[config.mk]
export PLATFORM = sky130hd
export DESIGN_NAME = pipeline_8bit_subtractor_flat
export DESIGN_NICKNAME = d
export VERILOG_FILES = /design/src/rtl/pipeline_8bit_subtractor_if.sv /design/src/rtl/pipeline_8bit_subtractor.sv /design/src/flat_wrapper.sv
export SDC_FILE = /design/constraint.sdc
export NUM_CORES = 1
export LEC_CHECK = 0
export ABC_CLOCK_PERIOD_IN_PS = 2100
export CAP_MARGIN = 20
export CORE_MARGIN = 4
export CORE_UTILIZATION = 44
export CTS_CLUSTER_SIZE = 14
export DETAILED_ROUTE_END_ITERATION = 8
export PLACE_DENSITY = 0.75
export RECOVER_POWER = 100
export SETUP_SLACK_MARGIN = 0.15
export SYNTH_ARGS = -nofsm -noshare
export SYNTH_HDL_FRONTEND = slang
export SYNTH_SLANG_ARGS = --single-unit
[constraint.sdc]
create_clock -name enable -period 2.1 [get_ports enable]
set_input_delay 0.525 -clock enable [delete_from_list [all_inputs] [get_ports enable]]
set_output_delay 0.525 -clock enable [all_outputs]
set_load 0.005 [all_outputs]
[src/rtl/pipeline_8bit_subtractor_if.sv]
// Operand/result bus with valid/ready handshake on both sides of the subtractor.
// master: the side that supplies operands and consumes results.
// slave:  the subtractor itself.
interface pipeline_8bit_subtractor_if #(
    parameter int unsigned WIDTH = 8
);
    logic [WIDTH-1:0] a;
    logic [WIDTH-1:0] b;
    logic             bin;
    logic             in_valid;
    logic             in_ready;
    logic [WIDTH-1:0] diff;
    logic             bout;
    logic             ovf;
    logic             zero;
    logic             out_valid;
    logic             out_ready;

    modport master (
        output a, b, bin, in_valid, out_ready,
        input  in_ready, diff, bout, ovf, zero, out_valid
    );

    modport slave (
        input  a, b, bin, in_valid, out_ready,
        output in_ready, diff, bout, ovf, zero, out_valid
    );
endinterface

[src/rtl/pipeline_8bit_subtractor.sv]
// Two-stage pipelined subtractor: diff = a - b - bin (mod 2^WIDTH).
// Stage 1 subtracts the low LOW_W bits and keeps the borrow; stage 2 finishes
// the high slice using only that borrow, and produces bout, ovf and zero.
// Each stage is a skid-free register slice with valid/ready, giving full
// throughput and a two-cycle latency from input accept to out_valid.
module pipeline_8bit_subtractor #(
    parameter int unsigned WIDTH = 8,
    parameter int unsigned LOW_W = 4
) (
    input logic                       enable,
    input logic                       rst,
    pipeline_8bit_subtractor_if.slave bus
);
    localparam int unsigned HI_W = WIDTH - LOW_W;

    // Stage 1 registers
    logic              s1_valid_q, s1_valid_d;
    logic [LOW_W-1:0]  lo_q,       lo_d;
    logic              b1_q,       b1_d;
    logic [HI_W-1:0]   a_hi_q,     a_hi_d;
    logic [HI_W-1:0]   b_hi_q,     b_hi_d;
    logic              a_msb_q,    a_msb_d;
    logic              b_msb_q,    b_msb_d;

    // Stage 2 registers (drive the outputs directly)
    logic              s2_valid_q, s2_valid_d;
    logic [WIDTH-1:0]  diff_q,     diff_d;
    logic              bout_q,     bout_d;
    logic              ovf_q,      ovf_d;
    logic              zero_q,     zero_d;

    // Combinational helpers
    logic              s1_ready;
    logic              s2_ready;
    logic [LOW_W:0]    lo_sub;
    logic [HI_W:0]     hi_sub;
    logic [WIDTH-1:0]  diff_new;

    // Backpressure: a stage may load when it is empty or its contents move on.
    always_comb begin
        s2_ready = !s2_valid_q || bus.out_ready;
        s1_ready = !s1_valid_q || s2_ready;
    end

    assign bus.in_ready  = s1_ready;
    assign bus.out_valid = s2_valid_q;
    assign bus.diff      = diff_q;
    assign bus.bout      = bout_q;
    assign bus.ovf       = ovf_q;
    assign bus.zero      = zero_q;

    // Stage 1 next state: low-slice subtract, capture high slices and sign bits.
    always_comb begin
        lo_sub     = {1'b0, bus.a[LOW_W-1:0]} - {1'b0, bus.b[LOW_W-1:0]}
                   - {{LOW_W{1'b0}}, bus.bin};
        s1_valid_d = s1_valid_q;
        lo_d       = lo_q;
        b1_d       = b1_q;
        a_hi_d     = a_hi_q;
        b_hi_d     = b_hi_q;
        a_msb_d    = a_msb_q;
        b_msb_d    = b_msb_q;
        if (s1_ready) begin
            s1_valid_d = bus.in_valid;
            if (bus.in_valid) begin
                lo_d    = lo_sub[LOW_W-1:0];
                b1_d    = lo_sub[LOW_W];
                a_hi_d  = bus.a[WIDTH-1:LOW_W];
                b_hi_d  = bus.b[WIDTH-1:LOW_W];
                a_msb_d = bus.a[WIDTH-1];
                b_msb_d = bus.b[WIDTH-1];
            end
        end
    end

    // Stage 2 next state: high-slice subtract with the stage-1 borrow, flags.
    always_comb begin
        hi_sub     = {1'b0, a_hi_q} - {1'b0, b_hi_q} - {{HI_W{1'b0}}, b1_q};
        diff_new   = {hi_sub[HI_W-1:0], lo_q};
        s2_valid_d = s2_valid_q;
        diff_d     = diff_q;
        bout_d     = bout_q;
        ovf_d      = ovf_q;
        zero_d     = zero_q;
        if (s2_ready) begin
            s2_valid_d = s1_valid_q;
            if (s1_valid_q) begin
                diff_d = diff_new;
                bout_d = hi_sub[HI_W];
                ovf_d  = (a_msb_q != b_msb_q) && (diff_new[WIDTH-1] != a_msb_q);
                zero_d = (diff_new == '0);
            end
        end
    end

    // Pipeline registers; reset discards everything in flight.
    always_ff @(posedge enable or posedge rst) begin
        if (rst) begin
            s1_valid_q <= 1'b0;
            lo_q       <= '0;
            b1_q       <= 1'b0;
            a_hi_q     <= '0;
            b_hi_q     <= '0;
            a_msb_q    <= 1'b0;
            b_msb_q    <= 1'b0;
            s2_valid_q <= 1'b0;
            diff_q     <= '0;
            bout_q     <= 1'b0;
            ovf_q      <= 1'b0;
            zero_q     <= 1'b0;
        end else begin
            s1_valid_q <= s1_valid_d;
            lo_q       <= lo_d;
            b1_q       <= b1_d;
            a_hi_q     <= a_hi_d;
            b_hi_q     <= b_hi_d;
            a_msb_q    <= a_msb_d;
            b_msb_q    <= b_msb_d;
            s2_valid_q <= s2_valid_d;
            diff_q     <= diff_d;
            bout_q     <= bout_d;
            ovf_q      <= ovf_d;
            zero_q     <= zero_d;
        end
    end
endmodule

[src/flat_wrapper.sv]
// flat-port wrapper written by rule: the top's interface ports become plain ports
module pipeline_8bit_subtractor_flat 
#(
    parameter int unsigned WIDTH = 8,
    parameter int unsigned LOW_W = 4
)
  (enable, rst, bus_a, bus_b, bus_bin, bus_in_valid, bus_out_ready, bus_in_ready, bus_diff, bus_bout, bus_ovf, bus_zero, bus_out_valid);
  pipeline_8bit_subtractor_if #(.WIDTH(WIDTH)) bus_i ();
  input logic enable;
  input logic rst;
  input wire logic [$bits(bus_i.a)-1:0] bus_a;
  input wire logic [$bits(bus_i.b)-1:0] bus_b;
  input wire logic [$bits(bus_i.bin)-1:0] bus_bin;
  input wire logic [$bits(bus_i.in_valid)-1:0] bus_in_valid;
  input wire logic [$bits(bus_i.out_ready)-1:0] bus_out_ready;
  output wire logic [$bits(bus_i.in_ready)-1:0] bus_in_ready;
  output wire logic [$bits(bus_i.diff)-1:0] bus_diff;
  output wire logic [$bits(bus_i.bout)-1:0] bus_bout;
  output wire logic [$bits(bus_i.ovf)-1:0] bus_ovf;
  output wire logic [$bits(bus_i.zero)-1:0] bus_zero;
  output wire logic [$bits(bus_i.out_valid)-1:0] bus_out_valid;
  assign bus_i.a = bus_a;
  assign bus_i.b = bus_b;
  assign bus_i.bin = bus_bin;
  assign bus_i.in_valid = bus_in_valid;
  assign bus_i.out_ready = bus_out_ready;
  assign bus_in_ready = bus_i.in_ready;
  assign bus_diff = bus_i.diff;
  assign bus_bout = bus_i.bout;
  assign bus_ovf = bus_i.ovf;
  assign bus_zero = bus_i.zero;
  assign bus_out_valid = bus_i.out_valid;
  pipeline_8bit_subtractor #(.WIDTH(WIDTH), .LOW_W(LOW_W)) u_core (.enable(enable), .rst(rst), .bus(bus_i));
endmodule
==> results.sh, run 1 <==
export IMPL_status="finished clean"
export IMPL_hold_viol=0
export IMPL_ant_nets=0
export IMPL_yosysUniqueCellTypes=19
export IMPL_yosysTopAreaCell="dfrtp_1"
export IMPL_die_area_sq_mm=0.00416
export IMPL_maxCapViolCount=0
export IMPL_drtPass1Iterations=4
export IMPL_synth_area_sq_mm=0.00140
export IMPL_leakagePower_nw=0.854
export IMPL_die_x_um=64.5
export IMPL_core_sq_mm=0.00305
export IMPL_place_area_sq_mm=0.00183
export IMPL_cp_cell_sequence="inv_2 -> fa_2 -> fa_2 -> or4_4 -> nor4_4 -> a22o_1"
export IMPL_core_rowCount=20
export IMPL_grt_pass1_wl_mm=4.33
export IMPL_finalSetupTns_ps=0
export IMPL_setup_ws_ps=8.52
export IMPL_grtUsageTotal=0.134
export IMPL_finalSetupViolCount=0
export IMPL_root_buffer="clkbuf_4"
export IMPL_overflow=0
export IMPL_synth_top_area_frac=0.464
export IMPL_cp_required_ps=2360
export IMPL_fmax_mhz=478
export IMPL_timing_slew_headroom=0.0977
export IMPL_rsz0062_at_grt="true"
export IMPL_crit_slowest_cell="fa_2"
export IMPL_drive_above_1_share=0.245
export IMPL_nets=202
export IMPL_tightest_slew_ps=1350
export IMPL_ios=34
export IMPL_ys_ff_latch=26
export IMPL_path_buf_inv=1
export IMPL_yosysSeqAreaShare=0.464
export IMPL_power_per_cell_area_mw_per_mm2=886
export IMPL_clockBufferDepth=2
export IMPL_crit_top_cell="fa_2"
export IMPL_drc=0
export IMPL_fin_cells=207
export IMPL_portBuffers=33
export IMPL_cts_clk_slew_worst_paths_ps=130
export IMPL_cts_htree_levels=1
export IMPL_timing_final_crit_share=0.996
export IMPL_grt_pass1_vias=1041
export IMPL_dr_first_iter_drc_count=30
export IMPL_ys_warn_count=0
export IMPL_p_total_w=0.00169
export IMPL_synth_edff_count=0
export IMPL_crit_type="flop to flop"
export IMPL_wl_per_cell_um=12.1
export IMPL_num_vias=971
export IMPL_vdd_ir_drop_max_mv=0.266
export IMPL_startpoint_type="flop"
export IMPL_cts_tree="done"
export IMPL_antenna_cells=0
export IMPL_crit_fanout=2
export IMPL_place_congestion=0.771
export IMPL_die_y_um=64.5
export IMPL_clock_sinks=26
export IMPL_final_area_sq_mm=0.00191
export IMPL_finClkSkew_ps=6.52
export IMPL_syn_instance_count=121
export IMPL_slowest_delay_ps=470
export IMPL_min_path_type="flop to flop"
export IMPL_synth_area_leaders="dfrtp_1 (46%), mux2_2 (11%), ha_1 (11%)"
export IMPL_dp_cells=202
export IMPL_viasPerCell=4.69
export IMPL_synth_area_per_cell_sq_um=11.6
export IMPL_end_kind="flop"
export IMPL_syn2layout_area_growth_pct=36.0
export IMPL_place_hpwl_mm=2.06
export IMPL_grt_max_degree=27
export IMPL_path_delay_family="adder cells"
export IMPL_synth_most_common_cell="dfrtp_1"
export IMPL_initial_core_util=0.459
export IMPL_antenna_found_initial=0
export IMPL_syn_num_nets=158
export IMPL_cts_made_buffers=3
export IMPL_pre_cts_slack_ps=-347
export IMPL_drt_wl_total_mm=2.50
export IMPL_period_needed_ps=2090
export IMPL_synth_main_ff_cell="dfrtp_1"
export IMPL_synthArstFlopShare=1.00
export IMPL_worstSkewPairLatency_ps=320
export IMPL_arrival_ps=2350
export IMPL_synthTopCellsByCount="dfrtp_1 (26), inv_1 (17), mux2_2 (14), ha_1 (12)"
export IMPL_maxSlewViolCount=0
export IMPL_fill_cells=283
-- registers in the layout, summed over array words and instances, names as in the netlist --
| name | count |
|---|---|
| u_core.s1_valid_q | 1 |
| u_core.bus.out_valid | 1 |
| u_core.bus.zero | 1 |
| u_core.bus.ovf | 1 |
| u_core.a_hi_q | 3 |
| u_core.b_msb_q | 1 |
| u_core.b1_q | 1 |
| u_core.b_hi_q | 3 |
| u_core.bus.bout | 1 |
| u_core.lo_q | 4 |
| u_core.a_msb_q | 1 |
| u_core.bus.diff | 8 |
-- final cells by class --
| cell class | instances | area, sq um | share of cell area |
|---|---|---|---|
| clock buffer | 3 | 22.5 | 0.0118 |
| inverter | 17 | 63.8 | 0.0335 |
| multi-input combinational | 76 | 737 | 0.386 |
| sequential | 26 | 651 | 0.341 |
| tap | 44 | 55.1 | 0.0289 |
| timing repair buffer | 41 | 378 | 0.198 |
-- report_power, final --
part | leakage, nW | switching [W] | internal, W
registers | 0.312 | 0.0000881 | 0.000635
logic | 0.528 | 0.000311 | 0.000455
clock network | 0.0138 | 0.000135 | 0.0000673
-- worst reg2reg max path: stages, from the launching register on --
cell and delay [ps]:
dfrtp_1 380, inv_2 50, fa_2 410, fa_2 470
or4_4 440, nor4_4 130, a22o_1 150
-- final timing paths --
kind	startpoint	to	slack (ps)	cells after the start
min in group asynchronous	rst	u_core.b_msb_q	960	3
max in group asynchronous	rst	u_core.lo_q[1]	350	3
max reg2reg	u_core.b1_q	u_core.bus.zero	9	6
min	u_core.bus.ovf	u_core.bus.ovf	500	2
max	u_core.b1_q	u_core.bus.zero	9	6
min reg2reg	u_core.bus.ovf	u_core.bus.ovf	500	2
-- placed cells by master (no fill, tap or decap) --
cell type        netlist  final
nand3b_1               3      3
nand2_2                2      2
dfrtp_1               26     26
nand2b_1               5      4
or4_4                  1      1
clkbuf_1               1      2
fa_2                   0      4
dlygate4sd3_1          0      1
buf_4                  0      6
a22o_1                 1      1
mux2_2                14     14
o21ai_0               10      7
nand2_1               10     10
xor2_1                 1      1
a21oi_2                0      2
clkdlybuf4s50_1        0     28
dlygate4sd2_1          0      4
inv_2                  0      3
o21ai_1                0      2
xnor2_2                0      1
o21ai_2                0      1
clkbuf_4               0      3
nor4_4                 0      1
ha_1                  12     11
ha_4                   0      1
inv_1                 17     14
xnor2_1                9      8
o31ai_1                1      1
nand2b_4               0      1
-- through the flow --
stage          utilization  hold WS [ps]
6_report             0.625           495
5_1_grt              0.625           550
4_1_cts              0.615           500
3_5_place_dp         0.600           469
3_3_place_gp         0.600           460
2_1_floorplan            -           469
-- what timing repair did --
item                                    4_1_cts  5_1_grt
buffers inserted                              1        1
hold buffers                                  0        0
pin swaps                                     9        5
resized for setup                            11        7
endpoints found under the setup margin        8        4
-- cells by family (layout without fill, tap and decap cells) --
| logic type | after synthesis | after routing | share of synthesized area |
|---|---|---|---|
| AOI/OAI and AO/OA | 14 | 14 | 0.0544 |
| xor gates and xnor gates | 10 | 10 | 0.0624 |
| adders and majority gates | 16 | 16 | 0.164 |
| buffers and inverters | 19 | 61 | 0.0517 |
| DFF | 26 | 26 | 0.464 |
| muxes | 14 | 14 | 0.112 |
| and+or+nand+nor | 22 | 22 | 0.0910 |
-- metal layers --
layer,part of all wire,track usage,up-vias
li1,-,-,479
met1,0.39,0.138,460
met2,0.54,0.256,29
met3,0.056,0.0225,3
met4,0.012,0.0712,0
met5,0,0,-
Power figures use the tool's default switching activity.
==> run 2, diff against run 1 <==
--- a/config.mk
+++ b/config.mk
@@ -5,13 +5,13 @@
 export SDC_FILE = /design/constraint.sdc
 export NUM_CORES = 1
 export LEC_CHECK = 0
-export ABC_CLOCK_PERIOD_IN_PS = 2100
+export ABC_CLOCK_PERIOD_IN_PS = 1960
 export CAP_MARGIN = 20
 export CORE_MARGIN = 4
-export CORE_UTILIZATION = 44
+export CORE_UTILIZATION = 49
 export CTS_CLUSTER_SIZE = 14
 export DETAILED_ROUTE_END_ITERATION = 8
-export PLACE_DENSITY = 0.75
+export PLACE_DENSITY = 0.79
 export RECOVER_POWER = 100
 export SETUP_SLACK_MARGIN = 0.15
 export SYNTH_ARGS = -nofsm -noshare
==> constraint.sdc (replaced) <==
create_clock -name enable -period 1.96 [get_ports enable]
set_input_delay 0.49 -clock enable [delete_from_list [all_inputs] [get_ports enable]]
set_output_delay 0.49 -clock enable [all_outputs]
set_load 0.005 [all_outputs]
==> run 2 against run 1 <==
Effect of this change: the flow now finishes with violations (setup timing); clock power grew 8%; largest cell class unchanged; first-iteration DRC count shrank 70%; core utilization grew 7.0 points; non-clock buffer count is the same; critical endpoint unchanged; clock skew shrank 2.1 ps; critical path type unchanged; routed wire length grew 3.3%; critical path depth is the same.
==> results.sh, run 2 (synthesis results as in run 1) <==
export IMPL_hp_start="u_core.bus.ovf"
export IMPL_antenna_found_initial=0
export IMPL_maxSlewViolCount=0
export IMPL_drtPass1Iterations=2
export IMPL_use_met1=0.146
export IMPL_met2_usage=0.303
export IMPL_drt_wl_total_mm=2.58
export IMPL_fin_util=0.695
export IMPL_portBuffers=33
export IMPL_status="complete, but fails checks"
export IMPL_cp_startpoint="u_core.b1_q"
export IMPL_use_met3=0.0147
export IMPL_r2r_end="u_core.bus.zero"
export IMPL_finClkSkew_ps=4.42
export IMPL_reg2reg_depth=6
export IMPL_r2r_slack_ps=-140
export IMPL_tightest_slew_ps=614
export IMPL_die_area_sq_mm=0.00378
export IMPL_nets=202
export IMPL_grt_pass1_wl_mm=4.12
export IMPL_clockBufferDepth=2
export IMPL_min_path_type="flop to flop"
export IMPL_power_per_cell_area_mw_per_mm2=955
export IMPL_cp_cell_sequence="inv_2 -> fa_2 -> fa_2 -> or4_4 -> nor4_4 -> a22o_1"
export IMPL_vdd_ir_drop_max_mv=0.736
export IMPL_maxCapViolCount=0
export IMPL_clock_sinks=26
export IMPL_finalSetupViolCount=2
export IMPL_top_usage_layer="met2"
export IMPL_drc=0
export IMPL_crit_type="flop to flop"
export IMPL_worstSkewPairLatency_ps=320
export IMPL_core_rowCount=19
export IMPL_largest_reg_flops=8
export IMPL_viasPerCell=5.08
export IMPL_antenna_cells=0
export IMPL_wl_per_cell_um=13.3
export IMPL_hold_viol=0
export IMPL_finalSetupTns_ps=-156
export IMPL_grt_max_degree=27
export IMPL_grtUsageTotal=0.149
export IMPL_arrival_ps=2360
export IMPL_place_congestion=0.693
export IMPL_core_sq_mm=0.00276
export IMPL_final_cell_mix="clkdlybuf4s50_1 (27), dfrtp_1 (26), mux2_2 (14), inv_1 (14)"
export IMPL_dr_first_iter_drc_count=9
export IMPL_root_buffer="clkbuf_4"
export IMPL_leakagePower_nw=0.866
export IMPL_path_buf_inv=1
export IMPL_cts_tree="done"
export IMPL_ios=34
export IMPL_cts_htree_levels=1
export IMPL_initial_core_util=0.509
export IMPL_crit_fanout=2
export IMPL_postCtsHoldBufs=0
export IMPL_die_x_um=61.5
export IMPL_pre_cts_slack_ps=-376
export IMPL_cp_depth=6
export IMPL_cp_required_ps=2230
export IMPL_path_delay_family="adder cells"
export IMPL_cts_made_buffers=3
export IMPL_timing_slew_headroom=0.591
export IMPL_place_area_sq_mm=0.00184
export IMPL_layout_commonest_cell="clkdlybuf4s50_1"
export IMPL_die_y_um=61.5
export IMPL_timing_rr_start="u_core.b1_q"
export IMPL_cts_clk_slew_worst_paths_ps=130
export IMPL_critPathCapture="u_core.bus.zero"
export IMPL_violations="setup timing"
export IMPL_startpoint_type="flop"
export IMPL_rsz0062_at_grt="true"
export IMPL_slowest_delay_ps=480
export IMPL_crit_slowest_cell="fa_2"
export IMPL_syn2layout_area_growth_pct=36.6
export IMPL_overflow=0
export IMPL_setup_ws_ps=-139
export IMPL_crit_top_cell="fa_2"
export IMPL_ant_nets=0
export IMPL_drive_above_1_share=0.282
export IMPL_fmax_mhz=476
export IMPL_num_vias=985
export IMPL_period_needed_ps=2100
export IMPL_grt_pass1_vias=1035
export IMPL_final_area_sq_mm=0.00192
export IMPL_place_hpwl_mm=2.08
export IMPL_end_kind="flop"
export IMPL_holdPathStages=2
export IMPL_timing_final_crit_share=1.07
run 2: final cells by class:
class,instances,area (sq um)
Fill cell,233,842
Sequential cell,26,651
Clock buffer,3,22.5
Timing Repair Buffer,41,379
Tap cell,31,38.8
Inverter,17,63.8
Multi-Input combinational cell,76,761
run 2: where the power goes:
group	leakage, nW	switching (W)	total [W]	internal, W
Combinational	0.540	0.000345	0.000838	0.000493
Sequential	0.312	0.0000923	0.000772	0.000680
Clock	0.0138	0.000147	0.000219	0.0000721
Total	0.866	0.000584	0.00183	0.00124
run 2: worst reg2reg max path, cell delays in order (launching register included):
cell and delay (ps):
dfrtp_1 390, inv_2 50, fa_2 410, fa_2 480
or4_4 440, nor4_4 130, a22o_1 150
run 2: worst min-delay path by stage:
stage	slack, ps	to
6_report	490	u_core.bus.ovf
2_1_floorplan	470	u_core.lo_q[2]
5_1_grt	540	u_core.b_hi_q[1]
3_5_place_dp	470	u_core.bus.diff[7]
4_1_cts	500	u_core.bus.diff[7]
3_3_place_gp	460	u_core.bus.diff[7]
run 2: through the flow:
| step | hold WS [ps] | power [W] | instances |
|---|---|---|---|
| CTS | 497 | 0.00181 | 194 |
| detailed placement | 468 | 0.00155 | 190 |
| floorplan | 469 | 0.00120 | 121 |
| global placement | 461 | 0.00151 | 190 |
| global route | 535 | 0.00196 | 194 |
| finish | 494 | 0.00183 | 194 |
run 2: what timing repair did:
action	4_1_cts	5_1_grt
buffers inserted	1	0
pin swaps	7	3
setup endpoints to repair	9	5
resized for setup	18	5
run 2: per-layer routing:
metal  wire [um]  share of wire
met2        1430           0.56
met5           0              0
met4          45          0.017
met3         148          0.057
met1         950           0.37
==> run 3, diff against run 2 <==
--- a/config.mk
+++ b/config.mk
@@ -5,15 +5,15 @@
 export SDC_FILE = /design/constraint.sdc
 export NUM_CORES = 1
 export LEC_CHECK = 0
-export ABC_CLOCK_PERIOD_IN_PS = 1960
+export ABC_CLOCK_PERIOD_IN_PS = 1800
 export CAP_MARGIN = 20
 export CORE_MARGIN = 4
-export CORE_UTILIZATION = 49
+export CORE_UTILIZATION = 44
 export CTS_CLUSTER_SIZE = 14
 export DETAILED_ROUTE_END_ITERATION = 8
-export PLACE_DENSITY = 0.79
+export PLACE_DENSITY = 0.75
 export RECOVER_POWER = 100
-export SETUP_SLACK_MARGIN = 0.15
+export SETUP_SLACK_MARGIN = 0.02
 export SYNTH_ARGS = -nofsm -noshare
 export SYNTH_HDL_FRONTEND = slang
 export SYNTH_SLANG_ARGS = --single-unit
==> constraint.sdc (replaced) <==
create_clock -name enable -period 1.8 [get_ports enable]
set_input_delay 0.45 -clock enable [delete_from_list [all_inputs] [get_ports enable]]
set_output_delay 0.45 -clock enable [all_outputs]
set_load 0.005 [all_outputs]
==> run 3 against run 2 <==
Effect of this change: the flow still finishes with violations (setup timing); count of clock-buffer cells in the layout is the same; non-clock buffer count grew 3; power grew 16%; global-route usage shrank 1.2 points; clock skew shrank 1.9 ps; fmax grew 2.5%; sequential power grew 8.3%; first-iteration DRC count grew to 3.2 times the previous value; critical path depth is the same; die area grew 9.9%.
==> results.sh, run 3 (synthesis results as in run 1) <==
export IMPL_cts_tree="done"
export IMPL_finClkSkew_ps=2.48
export IMPL_postCtsHoldBufs=0
export IMPL_top_usage_layer="met2"
export IMPL_p_int_w=0.00149
export IMPL_ant_nets=0
export IMPL_drt_wl_total_mm=2.56
export IMPL_fmax_mhz=488
export IMPL_switching_share=0.301
export IMPL_power_per_cell_area_mw_per_mm2=1080
export IMPL_timing_rr_start="u_core.b_hi_q[0]"
export IMPL_largest_reg_flops=8
export IMPL_grt_max_degree=27
export IMPL_crit_type="flop to flop"
export IMPL_die_area_sq_mm=0.00416
export IMPL_hp_start="u_core.bus.ovf"
export IMPL_met2_usage=0.251
export IMPL_p_total_w=0.00213
export IMPL_arrival_ps=2320
export IMPL_rsz0062_at_grt="true"
export IMPL_place_congestion=0.769
export IMPL_final_cell_mix="dfrtp_1 (26), clkdlybuf4s50_1 (21), mux2_2 (14), inv_1 (12)"
export IMPL_num_vias=996
export IMPL_antenna_found_initial=0
export IMPL_viasPerCell=4.72
export IMPL_dp_cells=205
export IMPL_cp_startpoint="u_core.b_hi_q[0]"
export IMPL_clockPowerShare=0.187
export IMPL_r2r_end="u_core.bus.zero"
export IMPL_startpoint_type="flop"
export IMPL_use_met3=0.0225
export IMPL_finalSetupViolCount=4
export IMPL_end_kind="flop"
export IMPL_maxCapViolCount=0
export IMPL_die_y_um=64.5
export IMPL_timing_slew_headroom=0.590
export IMPL_finalSetupTns_ps=-513
export IMPL_root_buffer="clkbuf_4"
export IMPL_cp_required_ps=2070
export IMPL_crit_fanout=2
export IMPL_reg2reg_depth=6
export IMPL_holdPathStages=2
export IMPL_violations="setup timing"
export IMPL_final_area_sq_mm=0.00197
export IMPL_cts_made_buffers=3
export IMPL_setup_ws_ps=-249
export IMPL_clock_sinks=26
export IMPL_overflow=0
export IMPL_syn2layout_area_growth_pct=40.5
export IMPL_power_frac_seq=0.393
export IMPL_wl_per_cell_um=12.1
export IMPL_core_sq_mm=0.00305
export IMPL_p_comb_frac=0.420
export IMPL_min_path_type="flop to flop"
export IMPL_fin_cells=211
export IMPL_initial_core_util=0.459
export IMPL_place_hpwl_mm=2.01
export IMPL_cts_clk_slew_worst_paths_ps=140
export IMPL_hold_viol=0
export IMPL_r2r_slack_ps=-250
export IMPL_vdd_ir_drop_max_mv=0.443
export IMPL_layout_commonest_cell="dfrtp_1"
export IMPL_antenna_cells=0
export IMPL_clockBufferDepth=2
export IMPL_timing_final_crit_share=1.14
export IMPL_hold_end="u_core.bus.ovf"
export IMPL_die_x_um=64.5
export IMPL_power_switching_w=0.000639
export IMPL_cts_htree_levels=1
export IMPL_leakagePower_nw=0.898
export IMPL_status="complete, but fails checks"
export IMPL_fill_cells=220
export IMPL_nets=205
export IMPL_grt_pass1_wl_mm=4.40
export IMPL_maxSlewViolCount=0
export IMPL_portBuffers=33
export IMPL_holdWs_ps=495
export IMPL_place_area_sq_mm=0.00187
export IMPL_use_met1=0.154
export IMPL_drtPass1Iterations=4
export IMPL_drive_above_1_share=0.287
export IMPL_ios=34
export IMPL_period_needed_ps=2050
export IMPL_tightest_slew_ps=615
export IMPL_grtUsageTotal=0.137
export IMPL_grt_pass1_vias=1040
export IMPL_worstSkewPairLatency_ps=320
export IMPL_drc=0
export IMPL_dr_first_iter_drc_count=29
export IMPL_core_rowCount=20
==> run 3: what timing repair did <==
action,CTS,global route
resized for setup,18,3
pin swaps,9,4
endpoints found under the setup margin,9,6
buffers inserted,1,1
==> run 3: worst max-delay path by stage <==
stage,to,cells after the start,slack [ps]
after detailed placement,u_core.lo_q[3],9,-560
final,u_core.bus.zero,6,-250
after global routing,u_core.bus.zero,6,-310
after global placement,u_core.lo_q[3],9,-470
after floorplan,u_core.bus.zero,6,-190
after CTS,u_core.bus.zero,6,-250
==> run 3: worst max-delay path, cell delays in order, from the launching register on <==
cell     delay (ps)
dfrtp_1         380
inv_2            50
fa_2            400
fa_2            430
or4_4           440
nor4_4          150
a22o_1          150
==> run 3: through the flow <==
stage / setup WS [ps] / util
after global placement: -473 / 0.613
after CTS: -249 / 0.644
after detailed placement: -563 / 0.613
final: -249 / 0.645
after global routing: -313 / 0.645
after floorplan: -192 / -
==> run 3: area by class of cell <==
type	instances	area, sq um	area share
Timing Repair Buffer	44	400	0.203
Sequential cell	26	651	0.330
Multi-Input combinational cell	76	748	0.380
Clock inverter	1	30.0	0.0152
Clock buffer	3	22.5	0.0114
Inverter	17	63.8	0.0324
Tap cell	44	55.1	0.0279
==> run 3: routing by layer <==
metal / vias up / part of all wire
met5: - / 0
met4: 0 / 0.015
met2: 27 / 0.52
li1: 487 / -
met1: 478 / 0.42
met3: 4 / 0.045
==> run 3: power by group through the flow <==
stage,combinational [W],sequential [W],clock (W)
2_1_floorplan,0.000469,0.000843,0
6_report,0.000893,0.000836,0.000397
4_1_cts,0.000911,0.000840,0.000407
3_5_place_dp,0.000849,0.000851,0
3_3_place_gp,0.000819,0.000837,0
5_1_grt,0.000991,0.000857,0.000441
